**src/rtl/arb_pkg.sv**
```systemverilog
// Shared arbiter helpers: index-width calculation and packed weight-field
// extraction, used by every arbiter in this family.
package arb_pkg;

   // Widest packed weight bus the extraction helper accepts.
   localparam int unsigned FIELD_BUS_W = 256;

   // Width of a binary index able to address n requestors (minimum 1 bit).
   function automatic int unsigned idx_width(input int unsigned n);
      return (n < 2) ? 1 : $clog2(n);
   endfunction

   // Return field idx of width w from a packed bus (field i at [i*w +: w]).
   function automatic int unsigned weight_field(
      input logic [FIELD_BUS_W-1:0] bus,
      input int unsigned            idx,
      input int unsigned            w
   );
      logic [FIELD_BUS_W-1:0] shifted;
      shifted = bus >> (idx * w);
      return shifted[31:0] & ((32'd1 << w) - 32'd1);
   endfunction

endpackage

```
**src/rtl/rr_pick.sv**
```systemverilog
// Rotating-priority picker: grants the first set request bit searching
// ptr+1, ptr+2, ... with wrap, visiting ptr itself last. Implemented by
// rotating a doubled request vector and applying a fixed lowest-first priority.
module rr_pick
   import arb_pkg::*;
#(
   parameter int NUM_REQ = 10
) (
   input  logic [NUM_REQ-1:0]                 req,
   input  logic [idx_width(NUM_REQ)-1:0]      ptr,
   output logic [NUM_REQ-1:0]                 pick_oh,
   output logic [idx_width(NUM_REQ)-1:0]      pick_enc
);

   localparam int IDX_W = idx_width(NUM_REQ);
   // One extra bit so start + offset (at most 2*NUM_REQ-1) never overflows.
   localparam int SUM_W = IDX_W + 1;

   logic [2*NUM_REQ-1:0] w_double;
   logic [NUM_REQ-1:0]   w_rot;
   logic [SUM_W-1:0]     w_start;
   logic [SUM_W-1:0]     w_off;
   logic [SUM_W-1:0]     w_sum;
   logic [SUM_W-1:0]     w_idx;
   logic                 w_found;

   // Search starts one past the current owner; ptr = NUM_REQ-1 starts at 0.
   assign w_start  = SUM_W'(ptr) + SUM_W'(1);
   assign w_double = {req, req};
   assign w_rot    = NUM_REQ'(w_double >> w_start);

   // Fixed priority on the rotated vector: lowest set bit wins.
   always_comb begin
      w_found = 1'b0;
      w_off   = '0;
      for (int i = NUM_REQ - 1; i >= 0; i--) begin
         if (w_rot[i]) begin
            w_found = 1'b1;
            w_off   = SUM_W'(i);
         end
      end
   end

   // Undo the rotation: absolute index = (start + offset) mod NUM_REQ.
   assign w_sum    = w_start + w_off;
   assign w_idx    = (w_sum >= SUM_W'(NUM_REQ)) ? (w_sum - SUM_W'(NUM_REQ)) : w_sum;
   assign pick_enc = w_found ? w_idx[IDX_W-1:0] : '0;

   generate
      for (genvar gi = 0; gi < NUM_REQ; gi++) begin : g_oh
         assign pick_oh[gi] = w_found && (w_idx == SUM_W'(gi));
      end
   endgenerate

endmodule

```
**src/rtl/wrr_arbiter.sv**
```systemverilog
// Weighted round-robin arbiter. The current owner keeps the grant for up to
// its weight in consecutive non-hold cycles; hold cycles are free. When the
// owner's turn ends (credit spent or request dropped) the rotating picker
// chooses the next requestor in the same cycle, so there is no bubble.
module wrr_arbiter
   import arb_pkg::*;
#(
   parameter int NUM_REQ  = 10,
   parameter int WEIGHT_W = 4
) (
   input  logic                               clk,
   input  logic                               rst_b,
   input  logic [NUM_REQ-1:0]                 req,
   input  logic [NUM_REQ-1:0]                 hold,
   input  logic [NUM_REQ*WEIGHT_W-1:0]        weight,
   output logic [NUM_REQ-1:0]                 gnt,
   output logic [idx_width(NUM_REQ)-1:0]      gnt_enc,
   output logic                               gnt_vld
);

   localparam int IDX_W = idx_width(NUM_REQ);
   localparam int BUS_W = NUM_REQ * WEIGHT_W;

   logic [IDX_W-1:0]       r_ptr;
   logic                   r_owner_vld;
   logic [WEIGHT_W-1:0]    r_credit;

   logic [IDX_W-1:0]       w_ptr_next;
   logic                   w_owner_vld_next;
   logic [WEIGHT_W-1:0]    w_credit_next;

   logic                   w_continue;
   logic [NUM_REQ-1:0]     w_owner_oh;
   logic [NUM_REQ-1:0]     w_pick_oh;
   logic [IDX_W-1:0]       w_pick_enc;
   logic [FIELD_BUS_W-1:0] w_weight_bus;
   logic [WEIGHT_W-1:0]    w_pick_wt;

   rr_pick #(
      .NUM_REQ (NUM_REQ)
   ) u_rr_pick (
      .req      (req),
      .ptr      (r_ptr),
      .pick_oh  (w_pick_oh),
      .pick_enc (w_pick_enc)
   );

   // The owner keeps the grant while it requests and either holds or has credit.
   assign w_continue = r_owner_vld && req[r_ptr] && (hold[r_ptr] || (r_credit != '0));

   generate
      for (genvar gi = 0; gi < NUM_REQ; gi++) begin : g_owner_oh
         assign w_owner_oh[gi] = (r_ptr == IDX_W'(gi));
      end
   endgenerate

   assign gnt     = w_continue ? w_owner_oh : w_pick_oh;
   assign gnt_enc = w_continue ? r_ptr      : w_pick_enc;
   assign gnt_vld = |gnt;

   // Zero-extend the packed weights to the helper's fixed bus width.
   always_comb begin
      w_weight_bus             = '0;
      w_weight_bus[BUS_W-1:0]  = weight;
   end

   // Weight is sampled only for a fresh pick; a running quantum ignores changes.
   assign w_pick_wt = WEIGHT_W'(weight_field(w_weight_bus, int'(w_pick_enc), WEIGHT_W));

   // Next-state: charge credit on non-hold continue, reload on a new pick.
   always_comb begin
      w_ptr_next       = r_ptr;
      w_owner_vld_next = r_owner_vld;
      w_credit_next    = r_credit;
      if (w_continue) begin
         if (!hold[r_ptr]) begin
            w_credit_next = r_credit - WEIGHT_W'(1);
         end
      end else if (|req) begin
         w_ptr_next       = w_pick_enc;
         w_owner_vld_next = 1'b1;
         // The grant issued this cycle uses one unit; weight 0 counts as 1.
         w_credit_next    = (w_pick_wt == '0) ? '0 : (w_pick_wt - WEIGHT_W'(1));
      end else begin
         w_owner_vld_next = 1'b0;
      end
   end

   // State registers; reset makes requestor 0 the first in line.
   always_ff @(posedge clk or negedge rst_b) begin
      if (!rst_b) begin
         r_ptr       <= IDX_W'(NUM_REQ - 1);
         r_owner_vld <= 1'b0;
         r_credit    <= '0;
      end else begin
         r_ptr       <= w_ptr_next;
         r_owner_vld <= w_owner_vld_next;
         r_credit    <= w_credit_next;
      end
   end

endmodule

```
**config.mk**
```make
export PLATFORM = sky130hd
export DESIGN_NAME = wrr_arbiter
export DESIGN_NICKNAME = d
export VERILOG_FILES = /design/src/rtl/arb_pkg.sv /design/src/rtl/rr_pick.sv /design/src/rtl/wrr_arbiter.sv
export SDC_FILE = /design/constraint.sdc
export NUM_CORES = 1
export LEC_CHECK = 0
export CAP_MARGIN = 10
export CORE_MARGIN = 10
export CORE_UTILIZATION = 53
export DETAILED_ROUTE_END_ITERATION = 16
export PLACE_DENSITY = 0.92
export SYNTH_ARGS = -nofsm -noshare
export SYNTH_HDL_FRONTEND = slang
export SYNTH_HIERARCHICAL = 1
export SYNTH_SLANG_ARGS = --single-unit
```
**constraint.sdc**
```tcl
create_clock -name clk -period 13.15 [get_ports clk]
set_input_delay 2.63 -clock clk [delete_from_list [all_inputs] [get_ports clk]]
set_output_delay 2.63 -clock clk [all_outputs]
set_load 0.01 [all_outputs]
```
==> results of run 1 <==
==> metal layers <==
metal  global-route usage (%)  vias to the layer above
li1                         -                     1343
met1                     23.2                     1331
met2                     36.6                      175
met3                     6.47                       26
met4                     6.65                        0
met5                        0                        -
==> metrics by stage <==
| step | hold WS, ns | instances |
|---|---|---|
| 2_1_floorplan | 0.490 | 310 |
| 3_3_place_gp | 0.526 | 421 |
| 4_1_cts | 0.539 | 425 |
| 3_5_place_dp | 0.529 | 421 |
| 5_1_grt | 0.594 | 425 |
| 6_report | 0.535 | 425 |
==> flip-flops by register name (all words and copies together) (netlist names) <==
name,count
r_credit,4
r_ptr,4
r_owner_vld,1
==> layout make-up <==
cell class / count / share of cell area, %
multi-input cells: 264 / 64.3
repair buffers: 79 / 23.7
flip-flops and latches: 9 / 6.89
well taps: 54 / 2.04
inverters: 15 / 1.70
clock buffers: 3 / 1.25
clock inverters: 1 / 0.151
==> synth_stat cells (all sizes together) (8+ instances only) <==
| library cell | count |
|---|---|
| a21oi | 8 |
| buf | 17 |
| inv | 13 |
| mux2 | 16 |
| mux2i | 26 |
| mux4 | 10 |
| nand2 | 33 |
| nand2b | 9 |
| nand3 | 8 |
| nor2 | 15 |
| nor2b | 10 |
| nor3 | 11 |
| o21ai | 9 |
==> cell families after synthesis <==
group	synth area share (%)
simple gates	24.6
compound gates	26.9
mux	26.7
buf+inv	7.92
flops	8.95
fa+ha+maj	3.24
xor+xnor	1.67
==> path summary, 6_finish.rpt <==
path	from	to	cells after the start
min in group asynchronous	rst_b	r_credit[0]	1
min	r_credit[1]	r_credit[1]	2
max reg2reg	r_ptr[3]	r_credit[0]	16
min reg2reg	r_credit[1]	r_credit[1]	2
max in group asynchronous	rst_b	r_ptr[0]	1
max	req[5]	gnt[0]	17
==> worst max-delay path, cell delays in order <==
cell                              delay [ns]
sky130_fd_sc_hd__clkdlybuf4s50_1        0.53
sky130_fd_sc_hd__nor3b_1                0.39
sky130_fd_sc_hd__a2111oi_0              0.12
sky130_fd_sc_hd__a211oi_1               0.46
sky130_fd_sc_hd__a21oi_1                0.07
sky130_fd_sc_hd__o21a_1                 0.20
sky130_fd_sc_hd__o221a_2                0.24
sky130_fd_sc_hd__ha_1                   0.26
sky130_fd_sc_hd__nor2b_1                0.13
sky130_fd_sc_hd__o21a_1                 0.19
sky130_fd_sc_hd__nor3_1                 0.49
sky130_fd_sc_hd__nor2_1                 0.21
sky130_fd_sc_hd__xnor2_1                0.32
sky130_fd_sc_hd__nor4b_1                0.57
sky130_fd_sc_hd__nand2_1                0.15
sky130_fd_sc_hd__o21ai_1                0.13
sky130_fd_sc_hd__clkdlybuf4s50_1        0.56
==> results.txt, run 1 <==
The remaining max-slew budget at the tightest pin is 32.9%. The minimum clock period after layout came out at 10.29 ns. The signal arrival time at the worst endpoint is 7.66 ns. The met1 layer wirelength in the final routing is 3300 microns.

The area of all placed cells without fillers came out at 0.00330 sq mm. The cell area after placement is 0.00326 sq mm. The highest attainable clock frequency came out at 0.0972 GHz. The worst-case setup slack after placement came out at 2.98 ns. The number of cell rows is 25. The count of buffers from port buffering came out at 76.

After detailed routing, no signal wire sits above met4. The number of flops mapped to enable cells by yosys is 0. The cell sitting at the root of the clock tree is a sky130_fd_sc_hd__clkbuf_8. The ratio of final minimum period to clock period came out at 78.2%. Leaving out fill and tap cells, the most frequent cell in the layout is sky130_fd_sc_hd__clkdlybuf4s50_1. The maximum net fanout on the critical path came out at 7. The total via count after detailed routing came out at 2,875. The post-synthesis area per instance came out at 8.21 sq um.

The sequential standard cell area came out at 228 sq um. For flop-to-flop paths, the worst setup slack is 6.79 ns. The fraction of registers with async set/reset came out at 100%. The worst-case clock skew is 0.000890 ns.

TritonCTS built the clock tree. Synthesis inferred 9 register bits. The setup path with the least slack is of type input pin to output pin. The total number of nets in the final design came out at 440. The number of inserted filler cells in the final layout is 366. The total CTS buffers is 3.

The net count of the mapped netlist is 378. The combined area of all synthesized cells is 0.00254 sq mm. The final number of setup-violating endpoints came out at 0. Global routing used 20.8% of the available tracks. The area fraction of the dominant cell type after synthesis came out at 10.2%. The worst-skew pair later-pin latency came out at 0.24 ns. The TritonCTS sink count is 9.

The area added between synthesis and finish came out at 29.8%. Dividing the detail-routed wire length by the instance count gives 20.0 microns. The flow ran to the end, and the final reports show no timing, DRC or antenna violations. The violation count after the first detailed-routing iteration came out at 238. The number of hold violations in the final report is 0.

The detailed-routing iteration count for the pre-antenna-repair pass came out at 5. For the pin with the worst max-slew slack, the measured transition is 1.00 ns. The count of final max-slew check failures came out at 0. Global routing finished with a remaining overflow of 0.

The share of synthesized area occupied by flip-flops and latches came out at 8.95%. The routed via count divided by cell count came out at 6.76. The critical path endpoint category is an output pin. In this run the horizontal extent of the chip is 89.3 microns.

The proportion of layout cells with a drive suffix above 1 is 12.7%. In the detailed route, the total length drawn on met2 is 4040 microns. The die outline height came out at 89.3 microns. In the detailed route, the total length drawn on met3 is 925 microns. In the post-synthesis netlist, the biggest area contributors are sky130_fd_sc_hd__mux2i_1, sky130_fd_sc_hd__mux4_2, sky130_fd_sc_hd__dfrtp_1, sky130_fd_sc_hd__nand2_1, sky130_fd_sc_hd__mux2_2. The wire length of the first global-routing pass is 13,500 microns. The number of DRC violations after detailed routing came out at 0. Routability-driven placement finished with a final weighted congestion of 0.955.

The wire-length estimate of the detail-placed layout is 6600 microns. The core box area is 0.00469 sq mm. The die footprint came out at 0.00797 sq mm. The clock passes through at most 2 buffers.

The initial antenna violation count is 0. Entering global routing, the biggest net connects 38 pins. Setup total negative slack on the finished layout was measured at 0 ns. The starting density of the core came out at 54.2%.

The leading register cell type out of synthesis is sky130_fd_sc_hd__dfrtp_1. In the layout the commonest cells are sky130_fd_sc_hd__clkdlybuf4s50_1, sky130_fd_sc_hd__nand2_1, sky130_fd_sc_hd__mux2i_1, sky130_fd_sc_hd__nor2_1, sky130_fd_sc_hd__inv_1. The area of the multi-input gates came out at 0.00212 sq mm. The number of violations of the max-capacitance limit is 0.

The worst endpoint required time came out at 10.52 ns. Setup repair after global routing left no endpoint under its margin. 77 I/O pins were placed. The end-of-flow core utilization is 70.4%.

The count of inserted antenna diode cells came out at 0. The detail route stage leaves a number of antenna-violating nets equal to 0. The synthesized instance count is 310. The post-CTS resize count is 0. The yosys synthesis warning count came out at 6. For this design, the CTS-stage hold fixing added 0 buffers. The startpoint class of the critical path is an input pin.

CTS built an H-tree with a depth of 1. The via count of the first global-routing pass came to 2,828. Setup slack on the critical path of the routed design comes to 2.86 ns. The number of post-CTS setup repair buffers is 0. The post-detailed-routing wire length came out at 8480 microns. The top cell type by total area after synthesis is sky130_fd_sc_hd__mux2i_1. The min-delay analysis places its worst path in the category flop to flop. The post-CTS clock slew at the launch and capture registers of the worst setup and hold paths came out at 0.05 ns.

The distinct cell type count after synthesis came out at 73.
Power of run 1 is not shown: default switching activity piles up to over one toggle a cycle in this logic, so the estimate is an artifact.
==> inputs of run 2 (changes only) <==
--- a/config.mk
+++ b/config.mk
@@ -7,9 +7,9 @@
 export LEC_CHECK = 0
 export CAP_MARGIN = 10
 export CORE_MARGIN = 10
-export CORE_UTILIZATION = 53
+export CORE_UTILIZATION = 44
 export DETAILED_ROUTE_END_ITERATION = 16
-export PLACE_DENSITY = 0.92
+export PLACE_DENSITY = 0.82
 export SYNTH_ARGS = -nofsm -noshare
 export SYNTH_HDL_FRONTEND = slang
 export SYNTH_HIERARCHICAL = 1
==> constraint.sdc (replaced) <==
create_clock -name clk -period 9.1 [get_ports clk]
set_input_delay 1.82 -clock clk [delete_from_list [all_inputs] [get_ports clk]]
set_output_delay 1.82 -clock clk [all_outputs]
set_load 0.01 [all_outputs]
==> results.txt, run 2 (synthesis results as in run 1) <==
The number of hold violations in the final report came to 0 (unchanged). The most common cell after layout, fill and taps aside was sky130_fd_sc_hd__clkdlybuf4s50_1 (unchanged). The via count of the first global-routing pass is 2,829 (was 2,828). The number of DRC violations after detailed routing is 0 (unchanged). The worst-case clock skew was 0.000380 ns (was 0.000890 ns). The worst-margin pin slew is 1.01 ns (was 1.00 ns).

The total via count after detailed routing is 2,760 (was 2,875). The signal arrival time at the worst endpoint came out at 6.73 ns (was 7.66 ns). The clock tree from TritonCTS is built (unchanged).

The number of violations of the max-capacitance limit is 0 (unchanged). The worst endpoint required time came out at 7.28 ns (was 10.52 ns). The detailed-routing iteration count for the pre-antenna-repair pass came out at 4 (was 5).

The post-detailed-routing wire length is 7940 microns (was 8480 microns). The number of inserted filler cells in the final layout is 528 (was 366). The startpoint class of the critical path is an input pin (unchanged). The core box area came out at 0.00557 sq mm (was 0.00469 sq mm). The TritonCTS sink count is 9 (unchanged). The number of post-CTS setup repair buffers came to 0 (unchanged).

The post-CTS resize count came out at 0 (unchanged). The sequential standard cell area was 228 sq um (unchanged). The die footprint came out at 0.00923 sq mm (was 0.00797 sq mm).

The number of cells after detailed placement came out at 441 (was 421). The violation count after the first detailed-routing iteration came out at 147 (was 238). The highest attainable clock frequency is 0.117 GHz. The total number of nets in the final design came out at 442 (was 440). The non-filler instance count after layout came out at 445 (was 425).

The routed via count divided by cell count came out at 6.20 (was 6.76). The count of hold-fix buffers inserted at cts was 0 (unchanged). The worst-skew pair later-pin latency came out at 0.24 ns (about the same). The total CTS buffers came to 3 (unchanged). The final weighted congestion in routability-driven placement is 0.913 (was 0.955). RSZ-0062 raised after global routing: no (unchanged).

The maximum clock insertion buffer count came out at 2 (unchanged). The die outline height is 96.1 microns (was 89.3 microns). The critical path endpoint category was an output pin (unchanged). The maximum net fanout on the critical path is 8 (was 7). The area of the multi-input gates came to 0.00212 sq mm (about the same). The minimum clock period after layout came out at 8.55 ns. The starting density of the core is 45.7% (was 54.2%). The count of final max-slew check failures is 0 (unchanged).

The average routed wire per standard cell is 17.8 microns (was 20.0 microns). Largest registers: r_credit x4, r_ptr x4, r_owner_vld x1 (unchanged). The overall global routing resource usage is 17.1% (was 20.8%). The final hold slack came to 0.546 ns (was 0.535 ns). The HPWL reported at the end of detailed placement is 6200 microns (was 6600 microns).

The number of cell rows came out at 27 (was 25). The count of buffers from port buffering came out at 76 (unchanged). The post-CTS clock slew at the launch and capture registers of the worst setup and hold paths is 0.05 ns (about the same). Outcome: finished, final reports clean (unchanged). The final antenna-violating net count came out at 0 (unchanged). The buffer cell driving the clock tree root is sky130_fd_sc_hd__clkbuf_8 (unchanged). The largest net degree at the start of global routing is 37 (was 38).

The wire length of the first global-routing pass was 13,100 microns (was 13,500 microns). The critical setup path kind is input pin to output pin (unchanged). The sum of negative setup slack is 0 ns (unchanged). The ratio of final minimum period to clock period came out at 93.9%. The deepest level of the CTS H-tree came out at 1 (unchanged).

The area added between synthesis and finish came out at 31.2% (was 29.8%). The initial antenna violation count is 0 (unchanged). The classification of the worst-slack hold path is flop to flop (unchanged). The remaining max-slew budget at the tightest pin is 32.4% (was 32.9%). The width of the chip is 96.1 microns (was 89.3 microns). The final number of setup-violating endpoints came out at 0 (unchanged).

The proportion of layout cells with a drive suffix above 1 came out at 12.9% (was 12.7%). The boundary pin count came out at 77 (unchanged). The count of inserted antenna diode cells is 0 (unchanged). Commonest cells after routing, fill and taps aside: sky130_fd_sc_hd__clkdlybuf4s50_1, sky130_fd_sc_hd__nand2_1, sky130_fd_sc_hd__mux2i_1, sky130_fd_sc_hd__nor2_1, sky130_fd_sc_hd__inv_1 (unchanged). The total congestion overflow came out at 0 (unchanged).
run 2: worst max-delay path, stage by stage:
cell and delay (ns):
sky130_fd_sc_hd__clkdlybuf4s50_1 0.55, sky130_fd_sc_hd__mux2i_1 0.26, sky130_fd_sc_hd__mux2i_1 0.21, sky130_fd_sc_hd__a221o_1 0.44
sky130_fd_sc_hd__or4_4 0.56, sky130_fd_sc_hd__mux2i_1 0.18, sky130_fd_sc_hd__ha_1 0.29, sky130_fd_sc_hd__nor2b_1 0.15
sky130_fd_sc_hd__o21a_1 0.17, sky130_fd_sc_hd__or2_2 0.33, sky130_fd_sc_hd__nor2_1 0.19, sky130_fd_sc_hd__nand2_1 0.09
sky130_fd_sc_hd__a2111oi_0 0.68, sky130_fd_sc_hd__nor4_1 0.13, sky130_fd_sc_hd__nand4_1 0.12, sky130_fd_sc_hd__clkdlybuf4s50_1 0.57
run 2: layer usage:
metal | vias to the layer above | GRT usage, % | routed length, microns
met1 | 1304 | 20.1 | 3330
met2 | 103 | 29.1 | 3800
met5 | - | 0 | 0
met4 | 0 | 5.65 | 170
met3 | 14 | 4.82 | 637
li1 | 1339 | - | -
run 2: path summary, 6_finish.rpt:
| check | start | cells past startpoint | slack [ns] | to |
|---|---|---|---|---|
| setup / recovery | req[3] | 16 | 0.55 | gnt_vld |
| hold / removal | r_credit[1] | 2 | 0.55 | r_credit[1] |
| setup reg to reg | r_ptr[3] | 18 | 3.43 | r_credit[0] |
| hold reg to reg | r_credit[1] | 2 | 0.55 | r_credit[1] |
| max in group asynchronous | rst_b | 1 | 6.89 | r_ptr[3] |
| min in group asynchronous | rst_b | 1 | 1.88 | r_credit[0] |
run 2: through the flow:
stage | worst slack, ns | instance area [sq um] | util (%)
2_1_floorplan | 2.04 | 2540 | -
4_1_cts | 0.642 | 3340 | 59.9
3_5_place_dp | 0.661 | 3290 | 59.1
6_report | 0.551 | 3340 | 59.9
5_1_grt | 0.261 | 3340 | 59.9
3_3_place_gp | 0.802 | 3290 | 59.1
run 2: cell type report:
| type | instances | share of cell area (%) |
|---|---|---|
| clock buffer | 3 | 1.24 |
| clock inverter | 1 | 0.150 |
| inverter | 15 | 1.69 |
| multi-input combinational | 264 | 63.5 |
| sequential | 9 | 6.82 |
| tap | 72 | 2.70 |
| timing repair buffer | 81 | 23.9 |
Power of run 2 is left out for the same reason.
==> inputs of run 3 (changes only) <==
--- a/config.mk
+++ b/config.mk
@@ -9,6 +9,7 @@
 export CORE_MARGIN = 10
 export CORE_UTILIZATION = 44
 export DETAILED_ROUTE_END_ITERATION = 16
+export GPL_ROUTABILITY_DRIVEN = 0
 export PLACE_DENSITY = 0.82
 export SYNTH_ARGS = -nofsm -noshare
 export SYNTH_HDL_FRONTEND = slang
==> results of run 3 <==
No change in the layout: final DEF, timing and power equal those of run 2.
Power of run 3 is left out for the same reason.
